===== src/rtl/addsub_pipe.sv =====
// -----------------------------------------------------------------------------
// addsub_pipe -- two-stage pipelined two's-complement adder/subtractor with
// valid/ready handshakes on both sides, a sticky overflow flag and a count of
// delivered results.
//
// Stage 1 registers the operands (a, b, m). Stage 2 registers the result
// (s, overflow, carry). With no back-pressure a result is presented two
// cycles after its operands are accepted, and one operand set per cycle can
// stream through.
//
// Optional feature (compile-time macro ADDSUB_SAT_EN):
//   defined   -> s saturates to 0x7F..F / 0x80..0 on signed overflow
//                (overflow and carry still describe the unsaturated result)
//   undefined -> s is the wrapped modulo-2^WIDTH sum
//
// Ports:
//   clk         in   clock, all state on rising edge
//   rst_n       in   asynchronous active-low reset
//   in_valid    in   operand set presented
//   in_ready    out  operand set accepted this cycle when in_valid is high
//   m           in   0 = a + b, 1 = a - b
//   a, b        in   WIDTH-bit two's-complement operands
//   out_valid   out  result presented
//   out_ready   in   consumer takes the result this cycle
//   s           out  WIDTH-bit result
//   overflow    out  signed overflow of the presented result
//   carry       out  unsigned carry-out (subtract: 1 = no borrow)
//   clr_sticky  in   clears sticky_ovf
//   sticky_ovf  out  set by any delivered result that overflowed
//   op_count    out  16-bit wrapping count of delivered results
// -----------------------------------------------------------------------------
module addsub_pipe #(
    parameter int WIDTH = 8
) (
    input  logic             clk,
    input  logic             rst_n,
    input  logic             in_valid,
    output logic             in_ready,
    input  logic             m,
    input  logic [WIDTH-1:0] a,
    input  logic [WIDTH-1:0] b,
    output logic             out_valid,
    input  logic             out_ready,
    output logic [WIDTH-1:0] s,
    output logic             overflow,
    output logic             carry,
    input  logic             clr_sticky,
    output logic             sticky_ovf,
    output logic [15:0]      op_count
);

    // Stage 1: operand registers
    logic             s1_valid_reg;
    logic [WIDTH-1:0] a_reg;
    logic [WIDTH-1:0] b_reg;
    logic             m_reg;

    // Stage 2: result registers
    logic             s2_valid_reg;
    logic [WIDTH-1:0] s_reg;
    logic             ovf_reg;
    logic             carry_reg;

    logic             sticky_reg;
    logic [15:0]      count_reg;

    // Handshake / advance control
    logic s2_load;
    logic s1_load;
    logic out_xfer;

    // Stage-2 next values
    logic [WIDTH-1:0] b_eff;
    logic [WIDTH:0]   sum_full;
    logic [WIDTH-1:0] sum_next;
    logic             carry_next;
    logic             ovf_next;
    logic [WIDTH-1:0] s_next;

    // A stage may load when it is empty or its contents move on this cycle.
    assign s2_load  = !s2_valid_reg || out_ready;
    assign s1_load  = !s1_valid_reg || s2_load;
    assign in_ready = s1_load;
    assign out_xfer = s2_valid_reg && out_ready;

    // Subtraction as a + ~b + 1; the +1 comes from m entering as carry-in.
    assign b_eff      = b_reg ^ {WIDTH{m_reg}};
    assign sum_full   = {1'b0, a_reg} + {1'b0, b_eff} + {{WIDTH{1'b0}}, m_reg};
    assign sum_next   = sum_full[WIDTH-1:0];
    assign carry_next = sum_full[WIDTH];
    // Overflow: effective operands share a sign but the sum's sign differs.
    assign ovf_next   = (a_reg[WIDTH-1] == b_eff[WIDTH-1]) &&
                        (sum_next[WIDTH-1] != a_reg[WIDTH-1]);

`ifdef ADDSUB_SAT_EN
    // On overflow the true result lies beyond the range on a's side:
    // a >= 0 -> 0111..1, a < 0 -> 1000..0.
    assign s_next = ovf_next ? {a_reg[WIDTH-1], {(WIDTH-1){~a_reg[WIDTH-1]}}}
                             : sum_next;
`else
    assign s_next = sum_next;
`endif

    always_ff @(posedge clk or negedge rst_n) begin
        if (!rst_n) begin
            s1_valid_reg <= 1'b0;
            a_reg        <= '0;
            b_reg        <= '0;
            m_reg        <= 1'b0;
        end else if (s1_load) begin
            s1_valid_reg <= in_valid;
            if (in_valid) begin
                a_reg <= a;
                b_reg <= b;
                m_reg <= m;
            end
        end
    end

    always_ff @(posedge clk or negedge rst_n) begin
        if (!rst_n) begin
            s2_valid_reg <= 1'b0;
            s_reg        <= '0;
            ovf_reg      <= 1'b0;
            carry_reg    <= 1'b0;
        end else if (s2_load) begin
            s2_valid_reg <= s1_valid_reg;
            if (s1_valid_reg) begin
                s_reg     <= s_next;
                ovf_reg   <= ovf_next;
                carry_reg <= carry_next;
            end
        end
    end

    // Set has priority over clear so an overflow is never lost to a clear.
    always_ff @(posedge clk or negedge rst_n) begin
        if (!rst_n) begin
            sticky_reg <= 1'b0;
        end else if (out_xfer && ovf_reg) begin
            sticky_reg <= 1'b1;
        end else if (clr_sticky) begin
            sticky_reg <= 1'b0;
        end
    end

    always_ff @(posedge clk or negedge rst_n) begin
        if (!rst_n) begin
            count_reg <= '0;
        end else if (out_xfer) begin
            count_reg <= count_reg + 16'd1;
        end
    end

    assign out_valid  = s2_valid_reg;
    assign s          = s_reg;
    assign overflow   = ovf_reg;
    assign carry      = carry_reg;
    assign sticky_ovf = sticky_reg;
    assign op_count   = count_reg;

endmodule


===== config.mk =====
export PLATFORM = sky130hd
export DESIGN_NAME = addsub_pipe
export DESIGN_NICKNAME = d
export VERILOG_FILES = /design/src/rtl/addsub_pipe.sv
export SDC_FILE = /design/constraint.sdc
export NUM_CORES = 1
export LEC_CHECK = 0
export ABC_AREA = 1
export CAP_MARGIN = 20
export CORE_ASPECT_RATIO = 1.5
export CORE_MARGIN = 1
export CORE_UTILIZATION = 45
export DETAILED_ROUTE_END_ITERATION = 6
export HOLD_SLACK_MARGIN = 0.06
export PLACE_DENSITY = 0.72
export SYNTH_ARGS = -nofsm -noshare
export SYNTH_HDL_FRONTEND = slang
export SYNTH_SLANG_ARGS = --single-unit

===== constraint.sdc =====
create_clock -name clk -period 2.9 [get_ports clk]
set_input_delay 0.29 -clock clk [delete_from_list [all_inputs] [get_ports clk]]
set_output_delay 0.29 -clock clk [all_outputs]
set_load 0.02 [all_outputs]

==> flow_summary.ini, run 1 <==
[synth]
yosysSeqAreaShare_pct = 49.9
avgSynthCellArea_sq_um = 9.52
syn_nets = 273
synth_cells = 242
synth_top_area_share_pct = 49.9
synth.top_cells.by_area = dfrtp_1 50%, nand2_1 8.8%, mux2_2 6.8%
yosys.area.top_type = dfrtp_1
ys_warn_count = 0
synth_seq_cells = 46
ys_types = 26
synthesis.area_sq_um = 2300

[timing]
worst_pin_slew_ps = 984
finalSetupViolations = 0
finalSetupTns_ps = 0
timing.final.crit_share_pct = 68.6
drv_slew = 0
clock-skew-final_ps = 7.49
slew-limit-headroom_pct = 34.4
min_period_ps = 1990
hold_viol_final = 0
max_freq_mhz = 502
setup_ws_ps = 910
fin_hold_ws_ps = 141
grt_setup_unrepaired = no

[critical_path]
crit_type = register to register
r2r-end = s[7]
r2r-start = m_reg
crit_required_ps = 3080
rrSetupSlack_ps = 910
worstPathMaxFanout = 9
crit_arrival_ps = 2170
end_kind = register
cp-start-kind = register
reg2regPathDepth = 8

[detailed_routing]
drc_errors = 0
drtAntennaViolNets = 0
viasPerCell = 4.84
drt-pass1-iter-count = 4
initialDrtViolationCount = 46
wl_per_cell_um = 11.3
drt_wl_total_um = 4080
via_count = 1748

[grt]
grt_pass1_vias = 1733
grt_max_degree = 47
antenna_found_initial = 0
grt_pass1_wl_um = 7130
grt_use_total_pct = 17.7
gr-total-overflow = 0

[power]
p_leak_nw = 1.41
vdd_drop_max_uv = 369
powerDensity_nw_per_um2 = 761

[placed_design]
portBuffers = 50
hpwl_um = 3220
post-place-ws_ps = 801
gp_congestion = 0.753

[final_layout]
post_route_cells_drive_above_1_share_pct = 10.2
antenna_cells = 0
largest_register_ffs = 16
nets = 326
final_common_cell = nand2_1
final_cell_mix = 54 x nand2_1, 49 x clkdlybuf4s50_1, 46 x dfrtp_1
syn_to_final_growth_pct = 27.5

[die]
die_y_um = 89.7
fp-row-count = 31
ioPinCount = 51
dieArea_sq_um = 5420
start_util_pct = 47.2
die_x_um = 60.4
coreArea_sq_um = 4890

[clocking]
post_cts_resized = 0
htree_levels = 2
cts.path.max_buffers = 2
clkTransAtPathRegs_ps = 80
cts-buffers-inserted = 5
clock_sinks = 46
cts_root_buf = clkbuf_8
cts_tree = done
ctsHoldBuffers = 0
post-cts-setup-buffers = 0
clk_latency_ps = 290

[job]
drv_cap = 0

[status]
status = completed

[worst_hold_path]
min_path_type = input port to async pin
[through the flow]
stage                     util, %  total power [mW]  area [sq um]  std cells
after floorplan                 -              1.52          2300        242
final                        60.1              2.24          2940        361
after global routing         60.1              2.43          2940        361
after global placement       58.5              1.88          2860        354
after CTS                    60.1              2.27          2940        361
after detailed placement     58.5              1.90          2860        354
[synthesized netlist by cell type, drive strengths merged]
library cell / count
o21ai: 9
mux2: 14
dfrtp: 46
nor3: 2
nor3b: 1
xnor2: 11
buf: 4
a21o: 1
nor2: 14
a21oi: 9
fa: 1
nand4: 6
nand3b: 1
nand2: 55
inv: 29
nand3: 17
ha: 8
xor2: 13
or2: 1
[metal layers]
metal	global-route usage (%)	routed length, um	up-vias
met3	4.73	149	6
met4	6.82	68	0
met2	33.7	2290	37
met5	0	0	-
met1	17.8	1570	824
li1	-	-	881
[where the power goes]
| group | leakage, nW | internal, mW | switching [mW] |
|---|---|---|---|
| registers | 0.563 | 0.792 | 0.134 |
| logic | 0.800 | 0.455 | 0.494 |
| clock network | 0.0438 | 0.162 | 0.200 |
| total | 1.41 | 1.41 | 0.827 |
[critical path: stages, from the launching register on]
cell     delay, ps
dfrtp_1        530
xor2_1         230
ha_1           340
a21oi_1        270
nor2_1          70
nor2_1         200
nand3_1        110
o21ai_0         80
nor2_1          50
[final cells by class]
class	instances	area (sq um)
Multi-Input combinational cell	163	1020
Sequential cell	46	1150
Fill cell	461	1950
Tap cell	66	82.6
Clock inverter	2	10.0
Inverter	29	109
Clock buffer	5	68.8
Timing Repair Buffer	50	495
[cells by family after synthesis]
family                     share of synthesized area (%)
buffers and inverters                               5.70
xor gates and xnor gates                            9.12
DFF                                                 49.9
AOI/OAI and AO/OA                                   4.40
and+or+nand+nor                                     18.8
adders and majority gates                           5.21
muxes                                               6.84
[how the worst max path moves through the flow]
stage	startpoint	end	slack, ps	cells past startpoint
final	m_reg	s[7]	910	8
after global routing	m_reg	s[7]	680	8
after CTS	m_reg	s[7]	900	8
after detailed placement	out_ready	a_reg[5]	800	5
after global placement	out_ready	b_reg[1]	840	5
after floorplan	m_reg	overflow	1130	9
Note: power is estimated with default switching activity, not from simulation.
==> run 2, diff against run 1 <==
clock period = 2 ns   (was 2.9 ns; I/O delays follow)
==> run 2 against run 1 <==
Effect of this change:
- clock skew up 2.4 ps
- global-route usage down 0.20 points
- clock power up 87%
- first-iteration DRC count up 13%
- hold slack better by 320 ps
- sequential power up 45%
- non-clock buffer count up 3
- die area unchanged
- sequential cell count unchanged
- register-to-register slack worse by 770 ps
- count of clock-buffer cells in the layout up 1
- critical path depth unchanged
- critical path type unchanged
- critical endpoint unchanged
- highest routed layer unchanged
==> flow_summary.ini, run 2 (same netlist as run 1, synthesis figures left out) <==
[status]
status = completed

[timing]
slew-limit-headroom_pct = 62.8
max_freq_mhz = 538
timing.final.crit_share_pct = 92.9
hold_viol_final = 0
grt_setup_unrepaired = no
drv_slew = 0
worst_pin_slew_ps = 558
min_period_ps = 1860
setup_ws_ps = 142
finalSetupViolations = 0
clock-skew-final_ps = 9.87
finalSetupTns_ps = 0

[power]
p_leak_nw = 1.44
vdd_drop_max_uv = 605
pwr-share-seq_pct = 38.8
power.switching_mw = 1.25
comb_power_share_pct = 41.6
p_sw_share_pct = 36.3
powerDensity_nw_per_um2 = 1140
intPower_mw = 2.20
p_total_mw = 3.45
clock_power_share_pct = 19.6

[critical_path]
crit_required_ps = 2190
worstPathMaxFanout = 9
cpPeakStageDelay_ps = 500
crit_chain = xor2_1 -> ha_1 -> a21oi_2 -> nor2_1 -> nor2_2 -> nand3_1 -> o21ai_0 -> nor2_1
crit_arrival_ps = 2050
r2r-start = m_reg
worst_path_most_repeated_cell = nor2_1
reg2regPathDepth = 8
rrSetupSlack_ps = 140
cp-start-kind = register
r2r-end = s[7]
crit_type = register to register
crit_start = m_reg
cp_slowest_cell = dfrtp_2
end_kind = register

[final_layout]
final_common_cell = nand2_1
syn_to_final_growth_pct = 31.2
nets = 329
final_cell_mix = 54 x nand2_1, 49 x clkdlybuf4s50_1, 45 x dfrtp_1
antenna_cells = 0
post-route-util_pct = 61.9
layout.cells.non_filler = 365
post_route_cells_drive_above_1_share_pct = 12.0
largest_register_ffs = 16

[clocking]
clkTransAtPathRegs_ps = 90
cts.path.max_buffers = 2
clk_latency_ps = 300
cts_tree = done
cts_root_buf = clkbuf_8
cts-buffers-inserted = 5
clock_sinks = 46
htree_levels = 2

[detailed_routing]
drtAntennaViolNets = 0
initialDrtViolationCount = 52
drt-pass1-iter-count = 6
viasPerCell = 4.94
drc_errors = 0
drt_wl_total_um = 4290
wl_per_cell_um = 11.7
via_count = 1802

[grt]
grt_max_degree = 47
grt_pass1_vias = 1772
gr-total-overflow = 0
antenna_found_initial = 0
grt_use_total_pct = 17.5
grt_pass1_wl_um = 7150

[placed_design]
placedCellCount = 356
hpwl_um = 3280
portBuffers = 50
gp_congestion = 0.766
post-place-ws_ps = 30.6

[die]
dieArea_sq_um = 5420
start_util_pct = 47.2
ioPinCount = 51
fp-row-count = 31
die_x_um = 60.4
coreArea_sq_um = 4890
die_y_um = 89.7

[worst_hold_path]
min_path_cells = 2
hold_path_end = sticky_ovf
min_path_type = input port to register
hp-start = clr_sticky

[job]
drv_cap = 0
run 2: metal layers:
layer  track usage (%)  wire [um]  vias up
met3              3.72        171        9
met5                 0          0        -
li1                  -          -      885
met4              7.02         82        0
met2              34.3       2400       53
met1              17.2       1630      855
run 2: final cells by class:
| type | count | area, sq um |
|---|---|---|
| tap | 66 | 82.6 |
| multi-input combinational | 163 | 1040 |
| clock inverter | 2 | 37.5 |
| sequential | 46 | 1150 |
| timing repair buffer | 53 | 533 |
| fill | 441 | 1860 |
| inverter | 29 | 109 |
| clock buffer | 6 | 72.6 |
run 2: how the worst max path moves through the flow:
stage          cells after the start       end  slack, ps
4_1_cts                            8  overflow         70
3_3_place_gp                       8  overflow        120
2_1_floorplan                      9  overflow        230
6_report                           8      s[7]        140
3_5_place_dp                       8  overflow         30
5_1_grt                            8      s[7]         50
run 2: stage by stage:
stage | instance area, sq um | hold WS, ps
global placement | 2890 | 318
CTS | 3010 | 459
finish | 3020 | 459
detailed placement | 2890 | 318
global route | 3020 | 484
floorplan | 2300 | -95.6
run 2: critical path, delay by kind of cell (launching register included):
family,cells,cell delay [ps]
simple gates,4,410
compound gates,2,300
fa+ha+maj,1,350
flops,1,500
xor+xnor,1,190
run 2: power groups by stage:
| stage | sequential, mW | clock [mW] | combinational [mW] |
|---|---|---|---|
| final | 1.34 | 0.677 | 1.44 |
| after global routing | 1.38 | 0.730 | 1.60 |
| after CTS | 1.34 | 0.697 | 1.42 |
| after detailed placement | 1.36 | 0 | 1.41 |
| after global placement | 1.35 | 0 | 1.38 |
| after floorplan | 1.51 | 0 | 0.699 |
run 2: what timing repair did:
action | 4_1_cts | 5_1_grt
endpoints found under the setup margin | 1 | 3
hold buffers | 1 | 0
gates resized for setup | 1 | 4
pin swaps | 0 | 0
buffers inserted | 0 | 0
endpoints found under the hold margin | 46 | 0
==> run 3, diff against run 2 <==
--- a/config.mk
+++ b/config.mk
@@ -8,2 +8,3 @@
 export ABC_AREA = 1
+export ABC_CLOCK_PERIOD_IN_PS = 2000
 export CAP_MARGIN = 20
==> constraint.sdc (replaced) <==
create_clock -name clk -period 2 [get_ports clk]
set_input_delay 0.4 -clock clk [delete_from_list [all_inputs] [get_ports clk]]
set_output_delay 0.4 -clock clk [all_outputs]
set_load 0.02 [all_outputs]
==> run 3 against run 2 <==
Effect of this change:
- final cell count rose by 1.6%
- combinational power about the same
- utilization increased by 1.7 points
- die area unchanged
- clock power rose by 22%
- maximum frequency increased by 1.4%
- worst setup slack improved by 26 ps
- clock skew fell by 2.7 ps
- critical endpoint unchanged
==> flow_summary.ini, run 3 (same netlist as run 1, synthesis figures left out) <==
[critical_path]
crit_required_ps = 2180
reg2regPathDepth = 8
r2r-end = s[7]
cp-start-kind = register
worstPathMaxFanout = 9
crit_type = register to register
rrSetupSlack_ps = 170
end_kind = register
crit_arrival_ps = 2020
r2r-start = m_reg

[detailed_routing]
via_count = 1777
initialDrtViolationCount = 74
drt-pass1-iter-count = 4
wl_per_cell_um = 11.1
drc_errors = 0
viasPerCell = 4.79
drt_wl_total_um = 4100
drtAntennaViolNets = 0

[placed_design]
portBuffers = 50
gp_congestion = 0.773
placedCellCount = 363
hpwl_um = 3230
post-place-ws_ps = -24.5

[final_layout]
final_common_cell = nand2_1
largest_register_ffs = 16
nets = 335
syn_to_final_growth_pct = 34.7
layout.cells.non_filler = 371
nFillCells = 440
final_cell_mix = 53 x nand2_1, 48 x clkdlybuf4s50_1, 45 x dfrtp_1
post_route_cells_drive_above_1_share_pct = 14.1
antenna_cells = 0

[die]
start_util_pct = 47.2
ioPinCount = 51
die_y_um = 89.7
fp-row-count = 31
dieArea_sq_um = 5420
die_x_um = 60.4
coreArea_sq_um = 4890

[grt]
grt_use_total_pct = 17.8
gr-total-overflow = 0
grt_pass1_vias = 1722
grt_pass1_wl_um = 7180
antenna_found_initial = 0
grt_max_degree = 47

[clocking]
clk_latency_ps = 300
cts-buffers-inserted = 5
post-cts-setup-buffers = 0
htree_levels = 2
cts_root_buf = clkbuf_8
clkTransAtPathRegs_ps = 80
clock_sinks = 46
cts.path.max_buffers = 2
cts_tree = done

[timing]
drv_slew = 0
max_freq_mhz = 546
slew-limit-headroom_pct = 76.7
worst_pin_slew_ps = 349
min_period_ps = 1830
setup_ws_ps = 169
clock-skew-final_ps = 7.16
finalSetupViolations = 0
hold_viol_final = 0
timing.final.crit_share_pct = 91.6
grt_setup_unrepaired = no

[worst_hold_path]
min_path_type = input port to async pin

[job]
drv_cap = 0

[power]
p_total_mw = 3.60
powerDensity_nw_per_um2 = 1160
p_leak_nw = 1.49
vdd_drop_max_uv = 633

[status]
status = completed
## run 3: report_power, final
part           internal (mW)  total (mW)  switching (mW)  leakage [nW]
Clock                  0.533       0.829           0.296        0.0714
Sequential              1.15        1.34           0.194         0.562
Combinational          0.696        1.43           0.734         0.858
## run 3: what timing repair did
item	in CTS	in global routing
resized for setup	1	4
setup endpoints to repair	1	6
hold buffers	0	0
gates cloned	0	0
## run 3: critical path, stage by stage, from the launching register on
cell     delay [ps]
dfrtp_2         500
xor2_1          190
ha_1            340
a21oi_1         200
nor2_1           60
nor2_1          190
nand3_1         100
o21ai_0          80
nor2_1           50
## run 3: cell type report
| type | instances | area [sq um] | area share (%) |
|---|---|---|---|
| inverter | 29 | 109 | 3.51 |
| sequential | 46 | 1150 | 37.1 |
| timing repair buffer | 59 | 587 | 18.9 |
| clock buffer | 6 | 82.6 | 2.66 |
| multi-input combinational | 163 | 1030 | 33.2 |
| tap | 66 | 82.6 | 2.66 |
| clock inverter | 2 | 60.1 | 1.93 |
## run 3: how the worst max path moves through the flow
stage | cells after the start | start | endpoint | slack (ps)
floorplan | 9 | m_reg | overflow | 230
global placement | 4 | out_ready | in_ready | -10
detailed placement | 4 | out_ready | in_ready | -20
CTS | 9 | m_reg | s[4] | 50
global route | 11 | m_reg | overflow | 10
finish | 8 | m_reg | s[7] | 170
## run 3: per-layer routing
layer / wire length [um] / vias up / share of wire [%] / GRT usage, %
li1: - / 897 / - / -
met1: 1560 / 833 / 38 / 19.0
met2: 2310 / 39 / 56 / 32.9
met3: 144 / 8 / 3.5 / 3.44
met4: 89 / 0 / 2.2 / 8.68
met5: 0 / - / 0 / 0
## run 3: through the flow
stage / hold WS (ps) / instance area (sq um) / util (%) / TNS, ps
floorplan: 104 / 2300 / - / 0
global placement: 400 / 2950 / 60.4 / -10.1
detailed placement: 396 / 2950 / 60.4 / -24.5
CTS: 69.0 / 3090 / 63.3 / 0
global route: 84.1 / 3110 / 63.5 / 0
finish: 64.8 / 3110 / 63.5 / 0
